==> src/rtl/cms_trace_controller.sv <==
`default_nettype none
// ============================================================================
// Module   : cms_trace_controller
// Brief    : Control-register bank and start/stop/WFI-halt trace-window
//            sequencer; emits a registered, range-filtered instruction stream.
//            Optional macro CMS_WFI_HALT_EN builds in WFI detection / HALTED.
// Revision : 1.0 - initial release
// ============================================================================
module cms_trace_controller #(
  parameter int XLEN            = 64,
  parameter int CTRL_ADDR_WIDTH = 8,
  parameter int CTRL_DATA_WIDTH = 64
) (
  input  logic                       clk,
  input  logic                       rst_n,
  input  logic                       instr_valid,
  input  logic [XLEN-1:0]            pc,
  input  logic [31:0]                instr,
  input  logic                       ctrl_wen,
  input  logic [CTRL_ADDR_WIDTH-1:0] ctrl_waddr,
  input  logic [CTRL_DATA_WIDTH-1:0] ctrl_wdata,
  input  logic [CTRL_ADDR_WIDTH-1:0] ctrl_raddr,
  output logic [CTRL_DATA_WIDTH-1:0] ctrl_rdata,
  output logic                       trace_valid,
  output logic [XLEN-1:0]            trace_pc,
  output logic [31:0]                trace_instr,
  output logic                       tracing,
  output logic                       wfi_stopped,
  output logic [63:0]                clk_counter
);

  localparam logic [1:0] c_st_wait_start = 2'd0;
  localparam logic [1:0] c_st_tracing    = 2'd1;
  localparam logic [1:0] c_st_halted     = 2'd2;

  localparam logic [CTRL_ADDR_WIDTH-1:0] c_addr_start_en    = CTRL_ADDR_WIDTH'(0);
  localparam logic [CTRL_ADDR_WIDTH-1:0] c_addr_end_en      = CTRL_ADDR_WIDTH'(1);
  localparam logic [CTRL_ADDR_WIDTH-1:0] c_addr_start_addr  = CTRL_ADDR_WIDTH'(2);
  localparam logic [CTRL_ADDR_WIDTH-1:0] c_addr_end_addr    = CTRL_ADDR_WIDTH'(3);
  localparam logic [CTRL_ADDR_WIDTH-1:0] c_addr_lower_en    = CTRL_ADDR_WIDTH'(4);
  localparam logic [CTRL_ADDR_WIDTH-1:0] c_addr_upper_en    = CTRL_ADDR_WIDTH'(5);
  localparam logic [CTRL_ADDR_WIDTH-1:0] c_addr_lower_bound = CTRL_ADDR_WIDTH'(6);
  localparam logic [CTRL_ADDR_WIDTH-1:0] c_addr_upper_bound = CTRL_ADDR_WIDTH'(7);
  localparam logic [CTRL_ADDR_WIDTH-1:0] c_addr_wfi_stopped = CTRL_ADDR_WIDTH'(8);
  localparam logic [CTRL_ADDR_WIDTH-1:0] c_addr_clk_counter = CTRL_ADDR_WIDTH'(9);
  localparam logic [CTRL_ADDR_WIDTH-1:0] c_addr_last_ts     = CTRL_ADDR_WIDTH'(10);

  logic [1:0]                 state_q, state_d;
  logic                       start_en_q, start_en_d, end_en_q, end_en_d;
  logic                       lower_en_q, lower_en_d, upper_en_q, upper_en_d;
  logic [CTRL_DATA_WIDTH-1:0] start_addr_q, start_addr_d, end_addr_q, end_addr_d;
  logic [CTRL_DATA_WIDTH-1:0] lower_bound_q, lower_bound_d, upper_bound_q, upper_bound_d;
  logic [63:0]                clk_counter_q, clk_counter_d, last_ts_q, last_ts_d;
  logic [CTRL_DATA_WIDTH-1:0] ctrl_rdata_q, ctrl_rdata_d;
  logic                       trace_valid_q, trace_valid_d;
  logic [XLEN-1:0]            trace_pc_q, trace_pc_d;
  logic [31:0]                trace_instr_q, trace_instr_d;
  logic                       tracing_q, tracing_d, wfi_stopped_q, wfi_stopped_d;

  logic [CTRL_DATA_WIDTH-1:0] w_pc;
  logic                       w_in_range, w_start_hit, w_end_hit, w_is_wfi, w_halt_release;

  assign w_pc        = CTRL_DATA_WIDTH'(pc);
  assign w_in_range  = (!lower_en_q || (w_pc >= lower_bound_q)) &&
                       (!upper_en_q || (w_pc <= upper_bound_q));
  assign w_start_hit = instr_valid && (w_pc == start_addr_q);
  assign w_end_hit   = instr_valid && end_en_q && (w_pc == end_addr_q);

`ifdef CMS_WFI_HALT_EN
  localparam logic [31:0] c_wfi = 32'h10500073;
  assign w_is_wfi       = instr_valid && (instr == c_wfi);
  assign w_halt_release = ctrl_wen && (ctrl_waddr == c_addr_wfi_stopped) && (ctrl_wdata == '0);
`else
  assign w_is_wfi       = 1'b0;
  assign w_halt_release = 1'b0;
`endif

  // Register bank; instructions in this cycle still see the old values.
  always_comb begin
    start_en_d    = start_en_q;
    end_en_d      = end_en_q;
    start_addr_d  = start_addr_q;
    end_addr_d    = end_addr_q;
    lower_en_d    = lower_en_q;
    upper_en_d    = upper_en_q;
    lower_bound_d = lower_bound_q;
    upper_bound_d = upper_bound_q;
    clk_counter_d = clk_counter_q + 64'd1;
    last_ts_d     = last_ts_q;
    if (ctrl_wen) begin
      last_ts_d = clk_counter_q;
      case (ctrl_waddr)
        c_addr_start_en:    start_en_d    = ctrl_wdata[0];
        c_addr_end_en:      end_en_d      = ctrl_wdata[0];
        c_addr_start_addr:  start_addr_d  = ctrl_wdata;
        c_addr_end_addr:    end_addr_d    = ctrl_wdata;
        c_addr_lower_en:    lower_en_d    = ctrl_wdata[0];
        c_addr_upper_en:    upper_en_d    = ctrl_wdata[0];
        c_addr_lower_bound: lower_bound_d = ctrl_wdata;
        c_addr_upper_bound: upper_bound_d = ctrl_wdata;
        c_addr_clk_counter: clk_counter_d = 64'(ctrl_wdata);
        default: ;
      endcase
    end
  end

  always_comb begin
    ctrl_rdata_d = '0;
    case (ctrl_raddr)
      c_addr_start_en:    ctrl_rdata_d = CTRL_DATA_WIDTH'(start_en_q);
      c_addr_end_en:      ctrl_rdata_d = CTRL_DATA_WIDTH'(end_en_q);
      c_addr_start_addr:  ctrl_rdata_d = start_addr_q;
      c_addr_end_addr:    ctrl_rdata_d = end_addr_q;
      c_addr_lower_en:    ctrl_rdata_d = CTRL_DATA_WIDTH'(lower_en_q);
      c_addr_upper_en:    ctrl_rdata_d = CTRL_DATA_WIDTH'(upper_en_q);
      c_addr_lower_bound: ctrl_rdata_d = lower_bound_q;
      c_addr_upper_bound: ctrl_rdata_d = upper_bound_q;
      c_addr_wfi_stopped: ctrl_rdata_d = CTRL_DATA_WIDTH'(wfi_stopped_q);
      c_addr_clk_counter: ctrl_rdata_d = CTRL_DATA_WIDTH'(clk_counter_q);
      c_addr_last_ts:     ctrl_rdata_d = CTRL_DATA_WIDTH'(last_ts_q);
      default: ;
    endcase
  end

  // Next state: WFI outranks the end trigger; a start match never ends the window.
  always_comb begin
    state_d = state_q;
    case (state_q)
      c_st_wait_start: begin
        if (!start_en_q || w_start_hit) state_d = c_st_tracing;
      end
      c_st_tracing: begin
        if (w_is_wfi)       state_d = c_st_halted;
        else if (w_end_hit) state_d = c_st_wait_start;
      end
      c_st_halted: begin
        if (w_halt_release) state_d = c_st_wait_start;
      end
      default: state_d = c_st_wait_start;
    endcase
  end

  always_comb begin
    trace_valid_d = 1'b0;
    case (state_q)
      c_st_wait_start: trace_valid_d = start_en_q && w_start_hit && w_in_range;
      c_st_tracing:    trace_valid_d = instr_valid && w_in_range;
      default:         trace_valid_d = 1'b0;
    endcase
    trace_pc_d    = trace_valid_d ? pc : trace_pc_q;
    trace_instr_d = trace_valid_d ? instr : trace_instr_q;
    tracing_d     = (state_d == c_st_tracing);
    wfi_stopped_d = (state_d == c_st_halted);
  end

  always_ff @(posedge clk or negedge rst_n) begin
    if (!rst_n) begin
      state_q       <= c_st_wait_start;
      start_en_q    <= 1'b0;
      end_en_q      <= 1'b0;
      start_addr_q  <= '0;
      end_addr_q    <= '0;
      lower_en_q    <= 1'b0;
      upper_en_q    <= 1'b0;
      lower_bound_q <= '0;
      upper_bound_q <= '0;
      clk_counter_q <= '0;
      last_ts_q     <= '0;
      ctrl_rdata_q  <= '0;
      trace_valid_q <= 1'b0;
      trace_pc_q    <= '0;
      trace_instr_q <= '0;
      tracing_q     <= 1'b0;
      wfi_stopped_q <= 1'b0;
    end else begin
      state_q       <= state_d;
      start_en_q    <= start_en_d;
      end_en_q      <= end_en_d;
      start_addr_q  <= start_addr_d;
      end_addr_q    <= end_addr_d;
      lower_en_q    <= lower_en_d;
      upper_en_q    <= upper_en_d;
      lower_bound_q <= lower_bound_d;
      upper_bound_q <= upper_bound_d;
      clk_counter_q <= clk_counter_d;
      last_ts_q     <= last_ts_d;
      ctrl_rdata_q  <= ctrl_rdata_d;
      trace_valid_q <= trace_valid_d;
      trace_pc_q    <= trace_pc_d;
      trace_instr_q <= trace_instr_d;
      tracing_q     <= tracing_d;
      wfi_stopped_q <= wfi_stopped_d;
    end
  end

  assign ctrl_rdata  = ctrl_rdata_q;
  assign trace_valid = trace_valid_q;
  assign trace_pc    = trace_pc_q;
  assign trace_instr = trace_instr_q;
  assign tracing     = tracing_q;
  assign wfi_stopped = wfi_stopped_q;
  assign clk_counter = clk_counter_q;

endmodule
`default_nettype wire

==> config.mk <==
export PLATFORM = sky130hd
export DESIGN_NAME = cms_trace_controller
export DESIGN_NICKNAME = d
export VERILOG_FILES = /design/src/rtl/cms_trace_controller.sv
export SDC_FILE = /design/constraint.sdc
export NUM_CORES = 1
export LEC_CHECK = 0
export CORE_ASPECT_RATIO = 0.8
export CORE_UTILIZATION = 55
export DETAILED_ROUTE_END_ITERATION = 10
export GPL_TIMING_DRIVEN = 0
export PLACE_DENSITY = 0.88
export SYNTH_ARGS = -nofsm -noshare
export SYNTH_HDL_FRONTEND = slang
export SYNTH_SLANG_ARGS = --single-unit
export TNS_END_PERCENT = 50
==> constraint.sdc <==
create_clock -name clk -period 3.5 [get_ports clk]
set_input_delay 1.05 -clock clk [delete_from_list [all_inputs] [get_ports clk]]
set_output_delay 1.05 -clock clk [all_outputs]
set_load 0.005 [all_outputs]
# Word-level counts from Yosys, hierarchy flattened
# Index checks and enable logic that the tools add are counted.
op_classes:
  n_addsub: 1
  magnitude_cmp: 2
  n_eq_ne: 24
  n_mux: 7
  n_reduce_logical: 24
ops:
  columns: ["operator", "n"]
  rows:
  - ["$pmux W64 S11", 1]
  - ["$eq A64 B64 Y1", 2]
  - ["$mux W64", 2]
  - ["$add A64 B1 Y64 const B", 1]
  - ["$eq A8 B3 Y1 const B", 8]
  - ["$ge A64 B64 Y1", 1]
  - ["$le A64 B64 Y1", 1]
  - ["$eq A8 B2 Y1 const B", 4]
  - ["$eq A8 B4 Y1 const B", 4]
  - ["$eq A8 B1 Y1 const B", 2]
  - ["$logic_not A8 Y1", 2]
  - ["$reduce_and A2 Y1", 8]
  - ["$logic_and A1 B1 Y1", 7]
  - ["$pmux W2 S3", 1]
  - ["$eq A2 B1 Y1 const B", 2]
  - ["$eq A2 B2 Y1 const B", 2]
  - ["$mux W2", 2]
  - ["$logic_not A1 Y1", 3]
  - ["$logic_or A1 B1 Y1", 3]
  - ["$logic_not A2 Y1", 1]
  - ["$pmux W1 S2", 1]
totals:
  ff_bits: 553
  input_bits: 180
  out_inout_bits: 227

# Longest topological paths before layout
# Gate-level depths: netlist of run 1.
logic_depth:
  ltp_word: 6
  depth_mapped: 13
  mapped_depth_nobuf: 10

# Worst setup path after synthesis of run 1
# OpenSTA, ideal clock, no wires.
synth_path:
  kind: "input to register"
  start: "input port pc[30]"
  end: "register trace_pc_q[34], in the netlist trace_pc[34]"
  arrival_time_ns: 3.579
  required_time_ns: 3.375
  slack_ns: -0.205
  stages: 11
  n_path_buf: 3
  cell_sequence: "ha_1 nand4_1 or3_1 or4_1 nand2b_1 o211a_1 a2111o_1 buf_2 buf_6 buf_6 mux2_4"
synth_via:
  elab_chain_cells: 5
synth_lines:
  columns: ["item", "line", "rtl"]
  rows:
  - ["from (decl)", "17", "input logic [XLEN-1:0] pc,"]
  - ["$ge A64 B64 Y1 (tied with other cells)", "64", "assign w_in_range = (!lower_en_q || (w_pc >= lower_bound_q)) &&"]
  - ["$logic_or A1 B1 Y1 (tied with other cells)", "64", null]
  - ["$logic_and A1 B1 Y1 (on tied branches)", "64, 146", null]
  - ["$logic_and A1 B1 Y1 (on tied branches)", "147, 146", null]
  - ["$pmux W1 S2 (*)", "145", "case (state_q)"]
  - ["to (signal assigned)", "189", "trace_pc_q <= trace_pc_d;"]
  - ["to (decl)", "56", "logic [XLEN-1:0] trace_pc_q, trace_pc_d;"]
# Every way passes the cells marked *; elsewhere a longest branch is shown, timed or not.
# A chain may end at the register's enable or synchronous reset.

# Worst setup path in the final report of run 1
layout_path:
  start: "input port pc[8]"
  end: "register trace_pc_q[40], in the netlist trace_pc[40]"
# The elaborated chain is that of the path after synthesis.

==> metrics.txt, run 1 <==
status finished, violations left; violated checks capacitance limit, slew limit, setup timing; DIE AREA 51,700 µm²; ratio of cells with drive above 1 in the final layout 21.8%; routed wire length 108,000 µm; post-synth top area share 49.5%; Critical Path Source Type primary input; Yosys reg bits 552; height of the die 204 µm; Total Routing Usage GR 41.8%; setup TNS -7060 ps; CTS Hold Buffers Added 0; Async S/R FF share, synth 100%; first-pass GRT wire length 157,000 µm; CTS tree built; total chip power 0.0169 W; Worst path max stage delay 420 ps; ys flop type dfrtp_1; synthesized area per cell 11.3 µm²; number of flops mapped to enable cells by yosys 0; crit path DAT 4150 ps; Crit. End Element flip-flop; max_cap viols 6; final worst slack -146 ps; P&R area growth vs syn 30.1%; Inserted Clock Buffers 55; Max Fclk 274 MHz; largest net degree at the start of global routing 116; Setup violations, final 99; Leak 16.0 nW; crit-path max FO 5; io pins 407; worst-skew pair later-pin latency 630 ps; Hold Violations, Final 0; clk sinks 552; Period minus WS final 3650 ps; total vias in the final route 23,900; tightest hold margin 311 ps; Synth top cells by count dfrtp_1, mux2_2, nor2_1; DP HPWL 76,800 µm; fin. max-slew vios 54; syn_nets 2,784; vias in the first global route 23,900; WS Path Type primary input to flip-flop; fin nets 3,289; area leader, netlist dfrtp_1; count leader, synth dfrtp_1; Syn Inst Count 2,475; register area share after synthesis 49.5%; RSZ-0062 raised after global routing true; Clock Tree Buf Depth 3; relative slew slack -5.76%; routed wire length per instance 29.2 µm; root buffer cell clkbuf_16; routed vias/inst 6.44; synth unique cells 54; routability cong. 0.993; measured slew at the worst slew-check pin 1590 ps; Syn Std Cell Area 27,900 µm²; crit share post-route 104%; initial core utilization 56.0%; Pwr per Cell Area 465 nW/µm²; most used cell, CP buf_12; H-tree Lvls 2; drc violations 0; drt initial violations 2,827; core box area 49,900 µm²; Hold Crit Class primary input to async pin; antenna viol nets, final 0; Warnings, synthesis 0; DRT Pass-1 Iters 5; critical path's slowest cell dlygate4sd2_1; port bufs 404; worst path cell trace dlygate4sd2_1 > ha_1 > nand4_1 > a211oi_1 > nor4b_4 > o221ai_2 > o211a_1 > a2111o_1 > buf_12 > buf_16 > buf_12 > mux2_4; worst path required time 4000 ps; GR Overflow Total 0; row cnt 73; Clock transition at path regs 60 ps; maximum vdd ir drop 0.000396 V; clk_skew 18.4 ps; DIE WIDTH 254 µm; Layout fillers 3,310; leading post-synthesis cells by cell area dfrtp_1, mux2_2, ha_1; initial antenna violation count 9
## metal layers
metal	global-route usage (%)	share of wire, %	vias to the layer above
met5	0	0.059	-
met4	22.3	6.1	8
met3	14.4	13	405
met2	60.9	43	1715
met1	54.8	38	12000
li1	-	-	9809
## flip-flops by register name, summed over array words and instances (netlist names), 2 cells and up
signal and count:
trace_instr 32, state_q 2, clk_counter 64, start_addr_q 64
last_ts_q 64, ctrl_rdata 64, end_addr_q 64, lower_bound_q 64
trace_pc 64, upper_bound_q 64
## cell type report
class | count | area (µm²) | share of cell area, %
Clock inverter | 17 | 265 | 0.730
Clock buffer | 86 | 1730 | 4.75
Tap cell | 675 | 845 | 2.32
Buffer | 110 | 627 | 1.72
Antenna cell | 10 | 25.0 | 0.0688
Multi-Input combinational cell | 1654 | 13900 | 38.3
Timing Repair Buffer | 450 | 4550 | 12.5
Sequential cell | 552 | 13800 | 38.0
Inverter | 157 | 589 | 1.62
## repair_timing
item / 4_1_cts / 5_1_grt
pin swaps: 36 / 10
resized for setup: 421 / 40
endpoints found under the hold margin: 0 / 0
endpoints found under the setup margin: 447 / 132
setup buffers: 28 / 7
cloned: 5 / 3
## per-stage QoR
stage | instance area [µm²] | setup slack, ps | utilization [%] | instances
after floorplan | 28100 | -119 | - | 2475
after detailed placement | 33100 | -1830 | 66.4 | 3559
after global routing | 36300 | -145 | 72.8 | 3702
final | 36400 | -146 | 72.9 | 3711
after CTS | 36100 | -74.1 | 72.4 | 3693
after global placement | 32900 | -22500 | 66.1 | 3554
## path summary, 6_finish.rpt
kind                                                to  cells after the start  slack, ps                           from
max reg2reg                   trace_pc[40]$_DFFE_PN0P_                     13        -70  upper_bound_q[40]$_DFFE_PN0P_
min in group clk                  state_q[1]$_DFF_PN0_                      1        460           state_q[0]$_DFF_PN0_
min                        trace_instr[21]$_DFFE_PN0P_                      1        310                          rst_n
min reg2reg                       state_q[1]$_DFF_PN0_                      1        460           state_q[0]$_DFF_PN0_
max                           trace_pc[40]$_DFFE_PN0P_                     12       -150                          pc[8]
max in group asynchronous     trace_pc[31]$_DFFE_PN0P_                      4       1300                          rst_n
## placed cells by master, fill, tap and decap left out, drive strengths merged, types with 5 or more instances in the layout
| cell | synthesis | final |
|---|---|---|
| mux2i | 130 | 130 |
| and4 | 7 | 7 |
| nor2 | 159 | 159 |
| clkdlybuf4s50 | 0 | 339 |
| o21ai | 157 | 157 |
| clkinv | 0 | 8 |
| clkbuf | 93 | 185 |
| or3 | 8 | 8 |
| a211oi | 7 | 7 |
| o22ai | 8 | 8 |
| nor2b | 8 | 8 |
| a221oi | 66 | 66 |
| dlygate4sd2 | 0 | 5 |
| nand2 | 135 | 135 |
| a21oi | 109 | 109 |
| nand4 | 50 | 50 |
| diode | 0 | 10 |
| xnor2 | 99 | 99 |
| a21o | 10 | 10 |
| mux2 | 345 | 345 |
| nor3 | 18 | 18 |
| o211ai | 6 | 6 |
| inv | 157 | 157 |
| bufinv | 0 | 7 |
| xor2 | 70 | 70 |
| buf | 19 | 105 |
| nand3 | 47 | 47 |
| and3 | 12 | 12 |
| a22oi | 8 | 8 |
| dfrtp | 552 | 552 |
| clkdlybuf4s15 | 0 | 12 |
| ha | 129 | 129 |
| nor4 | 26 | 26 |
## cells by family after synthesis
kind of cell	after synthesis	synth area share, %
flops	552	49.5
simple gates	486	8.15
mux	475	19.0
compound gates	395	8.60
buf+inv	269	3.76
xor+xnor	169	5.30
fa+ha+maj	129	5.78
## worst max-delay path, delay by kind of cell
family,cells,cell delay (ps)
compound gates,4,940
fa+ha+maj,1,300
buf+inv,4,930
mux,1,300
simple gates,2,590
## report_power, final
group	internal [W]	total, W	switching [W]
clock network	0.00389	0.00657	0.00268
logic	0.00145	0.00292	0.00147
registers	0.00689	0.00740	0.000512
No activity file was read; power rests on OpenSTA's default activity.
==> inputs of run 2 (changes only) <==
- CORE_ASPECT_RATIO: 0.8 -> default
- CORE_UTILIZATION: 55 -> 30
- PLACE_DENSITY: 0.88 -> 0.56
- REMOVE_ABC_BUFFERS: default -> 1
==> run 2 against run 1 <==
The run ends with setup timing left. Sequential power is 0.7% lower. First-iteration DRC count decreased by 48%. Sequential cell count stayed put. Utilization down 32 points. Wire length shrank 3.9%. Power rose by 4.9%. Final cell count up 14%. Count of clock-buffer cells in the layout is 21 higher. Hold slack improved by 44 ps. Fmax decreased by 1.0%. Clock power is 14% higher. Worst setup slack got worse by 37 ps. Critical path type unchanged. Highest routed layer unchanged.
==> metrics.txt, run 2 (synthesized netlist as in run 1, its figures left out) <==
Layout fillers 8,921; tightest hold margin 355 ps; critical path's slowest cell a2111o_2; DIE AREA 94,300 µm²; io pins 407; drt initial violations 1,468; most common cell after layout, fill and taps aside dfrtp_1; Pwr per Cell Area 469 nW/µm²; CTS tree built; RSZ-0062 raised after global routing true; crit share post-route 105%; Sw Ratio 27.1%; worst path cell trace buf_4 > ha_4 > nand4_1 > buf_4 > nor4_4 > o311ai_2 > a21oi_4 > nor4_4 > o21a_1 > a2111o_2 > buf_4 > buf_12 > buf_16 > mux2_4; pre-CTS setup slack -2380 ps; initial antenna violation count 13; Clock transition at path regs 60 ps; height of the die 307 µm; WS Path Type primary input to flip-flop; row cnt 111; routed wire length per instance 24.6 µm; Core Util, Final 41.1%; drc violations 0; fin. max-slew vios 0; clk sinks 552; DP HPWL 76,200 µm; Leak 16.4 nW; Hold Violations, Final 0; area of the multi-input gates 13,900 µm²; Period minus WS final 3680 ps; antenna viol nets, final 0; port bufs 406; Setup violations, final 96; Internal 0.0129 W; crit path DAT 4160 ps; Comb pwr share 16.1%; Clk pwr share 42.5%; CTS Hold Buffers Added 0; Crit. End Element flip-flop; Max Fclk 271 MHz; DRT Pass-1 Iters 7; measured slew at the worst slew-check pin 917 ps; Critical Path Source Type primary input; status finished, violations left; worst path required time 3980 ps; most frequent cells in the layout dfrtp_1, clkdlybuf4s50_1, mux2_2; first-pass GRT wire length 150,000 µm; clk_skew 35.7 ps; Crit path buffers/inverters 5; violated checks setup timing; GR Overflow Total 0; P&R area growth vs syn 35.3%; worst-skew pair later-pin latency 630 ps; storage element area 13,800 µm²; initial core utilization 30.4%; maximum vdd ir drop 0.000313 V; total vias in the final route 21,300; ratio of cells with drive above 1 in the final layout 23.6%; Hold Crit Class primary input to async pin; routed vias/inst 5.04; root buffer cell clkbuf_16; routability cong. 0.864; Worst path max stage delay 490 ps; Clock Tree Buf Depth 3; max_cap viols 0; final worst slack -183 ps; most used cell, CP buf_4; Psw 0.00480 W; routed wire length 104,000 µm; delay-heaviest family, CP compound AO/OA/AOI/OAI gates; H-tree Lvls 3; vias in the first global route 21,400; Reg power frac 41.5%; crit-path max FO 5; fin nets 3,246; relative slew slack 38.5%; core box area 91,900 µm²; Inserted Clock Buffers 71; Total Routing Usage GR 21.9%; largest net degree at the start of global routing 110; DIE WIDTH 307 µm
==> run 2: cell count changes in the layout (fill, tap and decap cells not counted), sizes merged <==
cell           delta
clkinvlp          -1
dlygate4sd2       -1
bufinv            -2
diode             -9
buf              +29
clkdlybuf4s50     -1
inv               +2
clkbuf           -59
clkinv            +1
clkdlybuf4s15     -6
==> run 2: cell type report <==
cell class                      instances  area share (%)
Multi-Input combinational cell       1654            36.9
Sequential cell                       552            36.5
Timing Repair Buffer                  501            14.6
Clock buffer                          107            5.65
Tap cell                             1243            4.11
Inverter                              157            1.56
Clock inverter                         17           0.652
Antenna cell                            1         0.00662
==> run 2: path summary, 6_finish.rpt <==
kind                                               start                        to  slack [ps]  depth (start not counted)
setup / recovery                                  pc[22]  trace_pc[37]$_DFFE_PN0P_        -180                         14
hold / removal                                     rst_n  ctrl_rdata[53]$_DFF_PN0_         360                          1
setup reg to reg           lower_bound_q[22]$_DFFE_PN0P_  trace_pc[37]$_DFFE_PN0P_         -30                         14
hold reg to reg                     state_q[0]$_DFF_PN0_      state_q[1]$_DFF_PN0_         470                          1
max in group asynchronous                          rst_n  trace_pc[29]$_DFFE_PN0P_        1220                          4
min in group clk                    state_q[0]$_DFF_PN0_      state_q[1]$_DFF_PN0_         470                          1
==> run 2: worst reg2reg max path: stages (launching register included) <==
cell and delay, ps:
dfrtp_1 370, inv_1 80, ha_4 270, nand4_1 80, buf_4 170, nor4_4 410
o311ai_2 200, a21oi_4 240, nor4_4 90, o21a_1 210, a2111o_2 490, buf_4 180
buf_12 140, buf_16 150, mux2_4 310
==> run 2: metrics by stage <==
step	setup TNS (ps)	cells	area, µm²	total power (W)
2_1_floorplan	-906580	2363	27500	0.00852
3_3_place_gp	-	4012	33100	0.0102
3_5_place_dp	-417160	4067	34100	0.0101
4_1_cts	-28550	4221	37400	0.0179
5_1_grt	-13150	4232	37800	0.0185
6_report	-13270	4232	37800	0.0177
==> run 2: power groups by stage <==
| stage | registers [W] | logic, W | clock network (W) |
|---|---|---|---|
| 2_1_floorplan | 0.00735 | 0.00117 | 0 |
| 3_3_place_gp | 0.00746 | 0.00272 | 0 |
| 3_5_place_dp | 0.00745 | 0.00267 | 0 |
| 4_1_cts | 0.00734 | 0.00281 | 0.00772 |
| 5_1_grt | 0.00742 | 0.00309 | 0.00796 |
| 6_report | 0.00735 | 0.00284 | 0.00752 |
==> run 2: metal layers <==
metal,track usage (%),vias up,part of all wire [%]
li1,-,9755,-
met1,29.4,10800,45
met2,34.3,618,46
met3,5.33,154,6.3
met4,7.08,20,2.9
met5,0,-,0.12
==> run 2: timing repair <==
| item | in CTS | in global routing |
|---|---|---|
| endpoints found under the setup margin | 224 | 102 |
| cloned | 10 | 1 |
| gates resized for setup | 341 | 112 |
| endpoints found under the hold margin | 0 | 0 |
| pin swaps | 28 | 26 |
| buffers inserted | 20 | 12 |
